[src/rtl/unidade_busca.sv]
// unidade_busca: instruction fetch unit with a small prefetch queue.
//
// The unit drives the instruction memory address from the fetch PC. On every
// rising edge where there is room in the queue, or where the decoder frees a
// slot, it captures {address, returned byte} into the queue tail. The decode
// stage reads the queue head through a valid/consume handshake. A redirect
// flushes the queue, discards the byte fetched in that cycle and reloads the
// fetch PC with the target.
//
// Parameters:
//   PROF_FILA  prefetch queue depth (power of 2, >= 2)
//   END_RESET  fetch address loaded on reset
//
// Ports:
//   clock           system clock, rising edge
//   reset           synchronous reset, active-high, highest priority
//   endereco        registered fetch PC driving the instruction memory
//   instrucao       memory byte for the current endereco
//   saida_valida    queue head is valid
//   saida_instr     instruction at the queue head (0 when not valid)
//   saida_pc        address of the queue head (0 when not valid)
//   consumir        decoder accepts the head this cycle
//   desvio          redirect request
//   destino_desvio  redirect target
//   ocupacao        current number of queued entries
//
// Optional feature (macro BUSCA_ESTATISTICAS_EN):
//   total_buscas     saturating count of pushes
//   total_descartes  saturating count of entries flushed by redirects
module unidade_busca #(
    parameter int         PROF_FILA = 4,
    parameter logic [7:0] END_RESET = 8'h00
) (
    input  logic                        clock,
    input  logic                        reset,
    output logic [7:0]                  endereco,
    input  logic [7:0]                  instrucao,
    output logic                        saida_valida,
    output logic [7:0]                  saida_instr,
    output logic [7:0]                  saida_pc,
    input  logic                        consumir,
    input  logic                        desvio,
    input  logic [7:0]                  destino_desvio,
    output logic [$clog2(PROF_FILA):0]  ocupacao
`ifdef BUSCA_ESTATISTICAS_EN
    ,
    output logic [15:0]                 total_buscas,
    output logic [15:0]                 total_descartes
`endif
);

    localparam int             PTR_W = $clog2(PROF_FILA);
    localparam logic [PTR_W:0] CHEIO = (PTR_W + 1)'(PROF_FILA);

    logic [7:0]       pc_q, pc_d;
    logic [PTR_W-1:0] wr_q, wr_d;
    logic [PTR_W-1:0] rd_q, rd_d;
    logic [PTR_W:0]   cont_q, cont_d;
    logic [15:0]      fila_q [PROF_FILA];
    logic             pop;
    logic             emitir;

    // Handshake and next-state logic. A pop always frees a slot, so outside a
    // redirect every pop is accompanied by a push and the count only moves up
    // when pushing into a queue that is not being drained.
    always_comb begin
        pop    = (cont_q != '0) && consumir;
        emitir = !desvio && ((cont_q < CHEIO) || pop);
        pc_d   = pc_q;
        wr_d   = wr_q;
        rd_d   = rd_q;
        cont_d = cont_q;
        if (desvio) begin
            pc_d   = destino_desvio;
            wr_d   = '0;
            rd_d   = '0;
            cont_d = '0;
        end else begin
            if (emitir) begin
                pc_d = pc_q + 8'd1;
                wr_d = wr_q + PTR_W'(1);
            end
            if (pop) begin
                rd_d = rd_q + PTR_W'(1);
            end
            if (emitir && !pop) begin
                cont_d = cont_q + (PTR_W + 1)'(1);
            end
        end
    end

    // Fetch PC, pointers and occupancy; reset overrides redirect and handshake.
    always_ff @(posedge clock) begin
        if (reset) begin
            pc_q   <= END_RESET;
            wr_q   <= '0;
            rd_q   <= '0;
            cont_q <= '0;
        end else begin
            pc_q   <= pc_d;
            wr_q   <= wr_d;
            rd_q   <= rd_d;
            cont_q <= cont_d;
        end
    end

    // Queue storage needs no reset: an entry is only read once the count
    // says it has been written since the last flush.
    always_ff @(posedge clock) begin
        if (emitir) begin
            fila_q[wr_q] <= {pc_q, instrucao};
        end
    end

    always_comb begin
        endereco     = pc_q;
        ocupacao     = cont_q;
        saida_valida = (cont_q != '0);
        saida_pc     = saida_valida ? fila_q[rd_q][15:8] : 8'h00;
        saida_instr  = saida_valida ? fila_q[rd_q][7:0]  : 8'h00;
    end

`ifdef BUSCA_ESTATISTICAS_EN
    logic [15:0] buscas_q;
    logic [15:0] descartes_q;
    logic [16:0] soma_desc;

    // A head popped in the redirect cycle was accepted, so it is not a discard.
    always_comb begin
        soma_desc = {1'b0, descartes_q} + 17'(cont_q) - 17'(pop);
    end

    always_ff @(posedge clock) begin
        if (reset) begin
            buscas_q    <= '0;
            descartes_q <= '0;
        end else begin
            if (emitir && (buscas_q != 16'hFFFF)) begin
                buscas_q <= buscas_q + 16'd1;
            end
            if (desvio) begin
                descartes_q <= soma_desc[16] ? 16'hFFFF : soma_desc[15:0];
            end
        end
    end

    assign total_buscas    = buscas_q;
    assign total_descartes = descartes_q;
`endif

endmodule

[config.mk]
export PLATFORM = sky130hd
export DESIGN_NAME = unidade_busca
export DESIGN_NICKNAME = d
export VERILOG_FILES = /design/src/rtl/unidade_busca.sv
export SDC_FILE = /design/constraint.sdc
export NUM_CORES = 1
export LEC_CHECK = 0
export CAP_MARGIN = 20
export CORE_MARGIN = 8
export CORE_UTILIZATION = 50
export DETAILED_ROUTE_END_ITERATION = 10
export HOLD_SLACK_MARGIN = 0.05
export PLACE_DENSITY = 0.74
export SKIP_CTS_REPAIR_TIMING = 1
export SYNTH_ARGS = -nofsm -noshare
export SYNTH_HDL_FRONTEND = slang
export SYNTH_SLANG_ARGS = --single-unit
[constraint.sdc]
create_clock -name clock -period 3.2 [get_ports clock]
set_clock_uncertainty 0.15 [all_clocks]
set_input_delay 0.32 -clock clock [delete_from_list [all_inputs] [get_ports clock]]
set_output_delay 0.32 -clock clock [all_outputs]
set_load 0.03 [all_outputs]
# After elaboration in Yosys (flattened, before gate mapping)
# Memory sizes are Yosys's and may differ from the RTL's. A register that Yosys moved wholly into a read port is not among the register bits.
# Cells that the tools add are included.
dict set report op_classes {
  add_sub_neg 4
  reduce_logical 9
  n_mux 8
  magnitude_cmp 1
}
# op count
set ops {}
lappend ops {{two-way mux 8 bit} 4}
lappend ops {{adder 8 x 1 -> 8 bit, second input constant} 1}
lappend ops {{adder 2 x 1 -> 2 bit, second input constant} 2}
lappend ops {{two-way mux 2 bit} 2}
lappend ops {{adder 3 x 1 -> 3 bit, second input constant} 1}
lappend ops {{logical AND 1 bit} 3}
lappend ops {{< comparator 3 bit, second input constant} 1}
lappend ops {{nonzero test 3 bit} 1}
lappend ops {{logical NOT 1 bit} 2}
lappend ops {{two-way mux 1 bit} 2}
lappend ops {{nonzero test 2 bit} 1}
lappend ops {{OR reduction 2 bit} 1}
lappend ops {{logical OR 1 bit} 1}
dict set report word_totals {
  n_memories 1
  register_bits 15
  input_bits 20
  word_cells 27
  ram_bits 64
}
# memory words width read_ports rd_clocked_by_memory_dff wr line
set memory_table {}
lappend memory_table {fila_q 4 16 1 1 1 59} ;# logic [15:0] fila_q [PROF_FILA];

# Depth between registers and ports, before layout
dict set report depth {
  ltp_word 6
  depth_mapped 7
}

# Least setup slack after synthesis
# Ideal clock, no wire load.
dict set report synth_path {
  path_type {register to output}
  from {register cont_q[0] (netlist: ocupacao[0])}
  to {output saida_instr[0]}
  setup_slack_ps 840
  arrival_ps 1890
  path_buffers 2
  stages_incl_launch_ff 7
  required_ps 2730
  path_cell_list {dfxtp_1 inv_1 ha_1 nand2b_1 clkbuf_1 clkbuf_1 and2_1}
}
dict set report synth_via {
  elab_chain_cells 2
}
# element line
set synth_lines {}
lappend synth_lines {{start: declaration} 58} ;# logic [PTR_W:0] cont_q, cont_d;
lappend synth_lines {{start signal: assignment} 103} ;# cont_q <= cont_d;
lappend synth_lines {{nonzero test 3 bit} 118} ;# saida_valida = (cont_q != '0);
lappend synth_lines {{named net saida_valida} 38} ;# output logic saida_valida,
lappend synth_lines {{two-way mux 8 bit} 120} ;# saida_instr = saida_valida ? fila_q[rd_q][7:0] : 8'h00;
lappend synth_lines {{end: declaration} 39} ;# output logic [7:0] saida_instr,
# The timed path passes the listed nets, and every way through them passes these cells.

# Worst setup path in the final report
dict set report layout_path {
  from {register cont_q[0] (netlist: ocupacao[0])}
  to {output saida_instr[3]}
}
dict set report layout_via {
  elab_chain_cells 2
}
# element line
set layout_lines {}
lappend layout_lines {{nonzero test 3 bit} 118}
lappend layout_lines {{two-way mux 8 bit} 120}
# Every way passes these cells.

==> qor.yml <==
outcome: "finished clean"
syn_area_per_cell_um2: 16.26
number_of_core_rows: 29
firstDrtPassIters: 4
power.switching_fraction_pct: 23.11
maximum_achievable_frequency_mhz: 356.4
antennaDiodeCount: 0
crit_fanout: 19
post_drt_wl_per_cell_um: 17.22
die_width_um: 97.05
port_buffers: 47
grt.overflow.total: 0
total_negative_setup_slacks_ns: 0
routabilityCongestion: 0.7509
p_per_area_nw_per_um2: 513.7
internal_cell_power_w: 0.001581
combPwrFrac_pct: 10.7
via_count: 1783
worst_slew_margin_rel_pct: 60.79
critical_path.slowest_cell: "sky130_fd_sc_hd__clkdlybuf4s50_1"
drc_errors_left: 0
synth.ff_latch_count: 81
grt_antenna_before_repair: 0
hold_path.class: "register to register"
grt_pass1_vias: 1814
synth.net_count: 229
cts_root_buffer_type: "sky130_fd_sc_hd__clkbuf_8"
worstReg2RegStart: "ocupacao[2]"
end_point_of_the_critical_path: "saida_instr[3]"
peak_ir_drop_on_the_vdd_network_mv: 0.2704
design.portCount: 48
finish.net_count: 282
critPathMaxStageDelay_ns: 0.67
net-switching-power_w: 0.0004751
post-route-min-period_ns: 2.806
final_layout_size_suffix_gt1_share_pct: 14.23
synth_cell_type_count: 31
cp.arrival_ns: 2.34
floorplan.die_area_um2: 9419
share_clk_of_total_power_pct: 30.8
cp.required_ns: 2.73
initial_detailed_routing_violation_count: 73
place_ws_ns: 0.6820
grt_usage_pct: 12.73
setup.worst_path.end_class: "output port"
dpl_cell_area_um2: 3836
design_area_um2: 4003
postSynthCellCount: 202
timing.critical_path.cells: "inv_1 -> ha_1 -> nand2b_1 -> and2_1 -> clkdlybuf4s50_1"
area_delta_synth_final_pct: 21.87
pin_count_of_the_biggest_net_entering_global_routing: 20
slew_violations: 0
cts_tree: "done"
worst_setup_path_start_kind: "register"
cts_num_sinks: 81
clock_latency_on_the_worst_skew_pair_ns: 0.34
max_cap_viol_count: 0
floorplan.initialDensity_pct: 51.72
setup.worst_path.start: "ocupacao[0]"
hpwlAfterDp_um: 4094
slack_of_the_critical_path_ns: 0.3941
wl_um: 5804
core-area_um2: 6350
timing.reg2reg.setup_slack_ns: 1.33
layout.filler_cells: 455
syn_area_um2: 3284
final_min_period_over_clock_period_pct: 87.69
antenna_left: 0
clock_tree.buffer_depth: 2
worst_margin_pin_slew_ns: 0.5881
htree_levels: 3
r2r_end: "fila_q[2][4]"
die-height_um: 97.05
pwr-share-seq_pct: 58.5
wire_length_of_the_first_global_routing_pass_um: 9356
cts.clk_slew.worst_paths_ns: 0.08
reg2regPathDepth: 3
setup.worst_path.class: "register to output port"
report.final.hold_viol_count: 0
tritoncts.num_buffers: 9
setup_viol_count_final: 0
grt_setup_unrepaired: "no"
post-route-util_pct: 63.03
p_leak_nw: 1.359
ys_seq_area_share_pct: 68.88
yosysWarningCount: 0
avgViaCountPerCell: 5.291
[worst max-delay path, delay by kind of cell, from the launching register on]
| kind | cells | cell delay [ns] |
|---|---|---|
| adder cells (fa/ha/maj) | 1 | 0.20 |
| buffers and inverters | 2 | 0.74 |
| flip-flops | 1 | 0.40 |
| AND/OR/NAND/NOR | 2 | 0.65 |
[power groups by stage]
stage / Sequential (W) / Combinational (W) / Clock [W]
3_5_place_dp: 0.00123 / 0.000224 / 0
2_1_floorplan: 0.00123 / 0.000112 / 0
3_3_place_gp: 0.00122 / 0.000221 / 0
5_1_grt: 0.00121 / 0.000238 / 0.000692
6_report: 0.00120 / 0.000220 / 0.000633
4_1_cts: 0.00120 / 0.000224 / 0.000653
[through the flow]
| stage | cells | hold WS (ns) | power (W) |
|---|---|---|---|
| 4_1_cts | 337 | 0.3524 | 0.002079 |
| 3_5_place_dp | 321 | 0.3417 | 0.001450 |
| 5_1_grt | 337 | 0.3850 | 0.002137 |
| 3_3_place_gp | 321 | 0.3353 | 0.001445 |
| 2_1_floorplan | 202 | 0.2689 | 0.001347 |
| 6_report | 337 | 0.3518 | 0.002056 |
[metal layers]
layer / track usage, % / vias up / routed length (µm)
met5: 0 / - / 0
met4: 7.456 / 0 / 104
met3: 3.485 / 8 / 228
met2: 19.79 / 36 / 2874
met1: 15.54 / 878 / 2597
li1: - / 861 / -
[cells in the final DEF, fill, tap and decap left out, types with 2 or more instances in the layout]
master	synthesis	routed
sky130_fd_sc_hd__nand2_1	8	8
sky130_fd_sc_hd__xnor2_1	3	3
sky130_fd_sc_hd__dfxtp_1	17	17
sky130_fd_sc_hd__clkdlybuf4s50_1	0	47
sky130_fd_sc_hd__a211oi_1	5	5
sky130_fd_sc_hd__a21oi_1	4	4
sky130_fd_sc_hd__and3_1	4	4
sky130_fd_sc_hd__nand2b_1	3	3
sky130_fd_sc_hd__nor2b_1	2	2
sky130_fd_sc_hd__clkbuf_8	0	10
sky130_fd_sc_hd__buf_4	2	6
sky130_fd_sc_hd__inv_1	4	4
sky130_fd_sc_hd__clkbuf_1	4	3
sky130_fd_sc_hd__nand4_1	4	4
sky130_fd_sc_hd__nor2_1	16	16
sky130_fd_sc_hd__nand3_1	2	2
sky130_fd_sc_hd__and2_1	16	16
sky130_fd_sc_hd__edfxtp_1	64	64
sky130_fd_sc_hd__mux4_2	16	16
sky130_fd_sc_hd__xor2_1	7	7
sky130_fd_sc_hd__ha_1	7	7
sky130_fd_sc_hd__clkinv_2	0	2
[sequential cells by signal (all words and copies together), names as in the netlist, named ones only]
| signal | flops |
|---|---|
| endereco | 8 |
| fila_q | 64 |
| ocupacao | 3 |
| rd_q | 2 |
| wr_q | 2 |
[cells by family (layout without fill, tap and decap cells)]
logic type	Yosys count	count (layout)	synth area share, %
flops	81	81	68.88
simple gates	60	60	9.829
mux	17	17	11.28
buf+inv	16	74	2.399
compound gates	11	11	2.286
xor+xnor	10	10	2.667
fa+ha+maj	7	7	2.667
[worst min path at each step]
stage / depth (start not counted) / to / startpoint
floorplan: 0 / fila_q[0][0] / instrucao[0]
global placement: 2 / wr_q[1] / wr_q[1]
detailed placement: 2 / wr_q[1] / wr_q[1]
CTS: 2 / wr_q[1] / wr_q[1]
global route: 2 / wr_q[1] / wr_q[1]
finish: 2 / wr_q[1] / wr_q[1]
[cell type report]
cell class | count | area (µm²) | share of cell area [%]
inverter | 5 | 18.77 | 0.4689
sequential | 81 | 2262 | 56.52
timing repair buffer | 53 | 515.5 | 12.88
multi-input combinational | 105 | 943.4 | 23.57
clock inverter | 3 | 17.52 | 0.4376
clock buffer | 13 | 148.9 | 3.720
tap | 77 | 96.34 | 2.407
[cells in the mapped netlist]
library cell / instances / area (µm²)
sky130_fd_sc_hd__o311ai_1: 1 / 8.760
sky130_fd_sc_hd__nand4_1: 4 / 25.02
sky130_fd_sc_hd__nor2b_1: 2 / 12.51
sky130_fd_sc_hd__a211oi_1: 5 / 37.54
sky130_fd_sc_hd__nand3_1: 2 / 10.01
sky130_fd_sc_hd__nand2_1: 8 / 30.03
sky130_fd_sc_hd__and2_1: 16 / 100.1
sky130_fd_sc_hd__a311oi_1: 1 / 8.760
sky130_fd_sc_hd__xor2_1: 7 / 61.31
sky130_fd_sc_hd__buf_4: 2 / 15.01
sky130_fd_sc_hd__or2_1: 1 / 6.260
sky130_fd_sc_hd__inv_2: 1 / 3.750
sky130_fd_sc_hd__nand4b_1: 1 / 8.760
sky130_fd_sc_hd__edfxtp_1: 64 / 1922
sky130_fd_sc_hd__nor2_1: 16 / 60.06
sky130_fd_sc_hd__and4_1: 1 / 8.760
sky130_fd_sc_hd__and3_1: 4 / 25.02
sky130_fd_sc_hd__inv_1: 4 / 15.01
sky130_fd_sc_hd__dfxtp_1: 17 / 340.3
sky130_fd_sc_hd__ha_1: 7 / 87.58
sky130_fd_sc_hd__or4b_1: 1 / 10.01
sky130_fd_sc_hd__a21oi_1: 4 / 20.02
sky130_fd_sc_hd__clkbuf_1: 4 / 15.01
sky130_fd_sc_hd__buf_1: 1 / 3.750
sky130_fd_sc_hd__mux4_2: 16 / 360.4
sky130_fd_sc_hd__and3_2: 1 / 7.510
sky130_fd_sc_hd__xnor2_1: 3 / 26.28
sky130_fd_sc_hd__mux2i_1: 1 / 10.01
sky130_fd_sc_hd__buf_6: 1 / 11.26
sky130_fd_sc_hd__buf_2: 3 / 15.01
sky130_fd_sc_hd__nand2b_1: 3 / 18.77
Power figures use the tool's default switching activity.
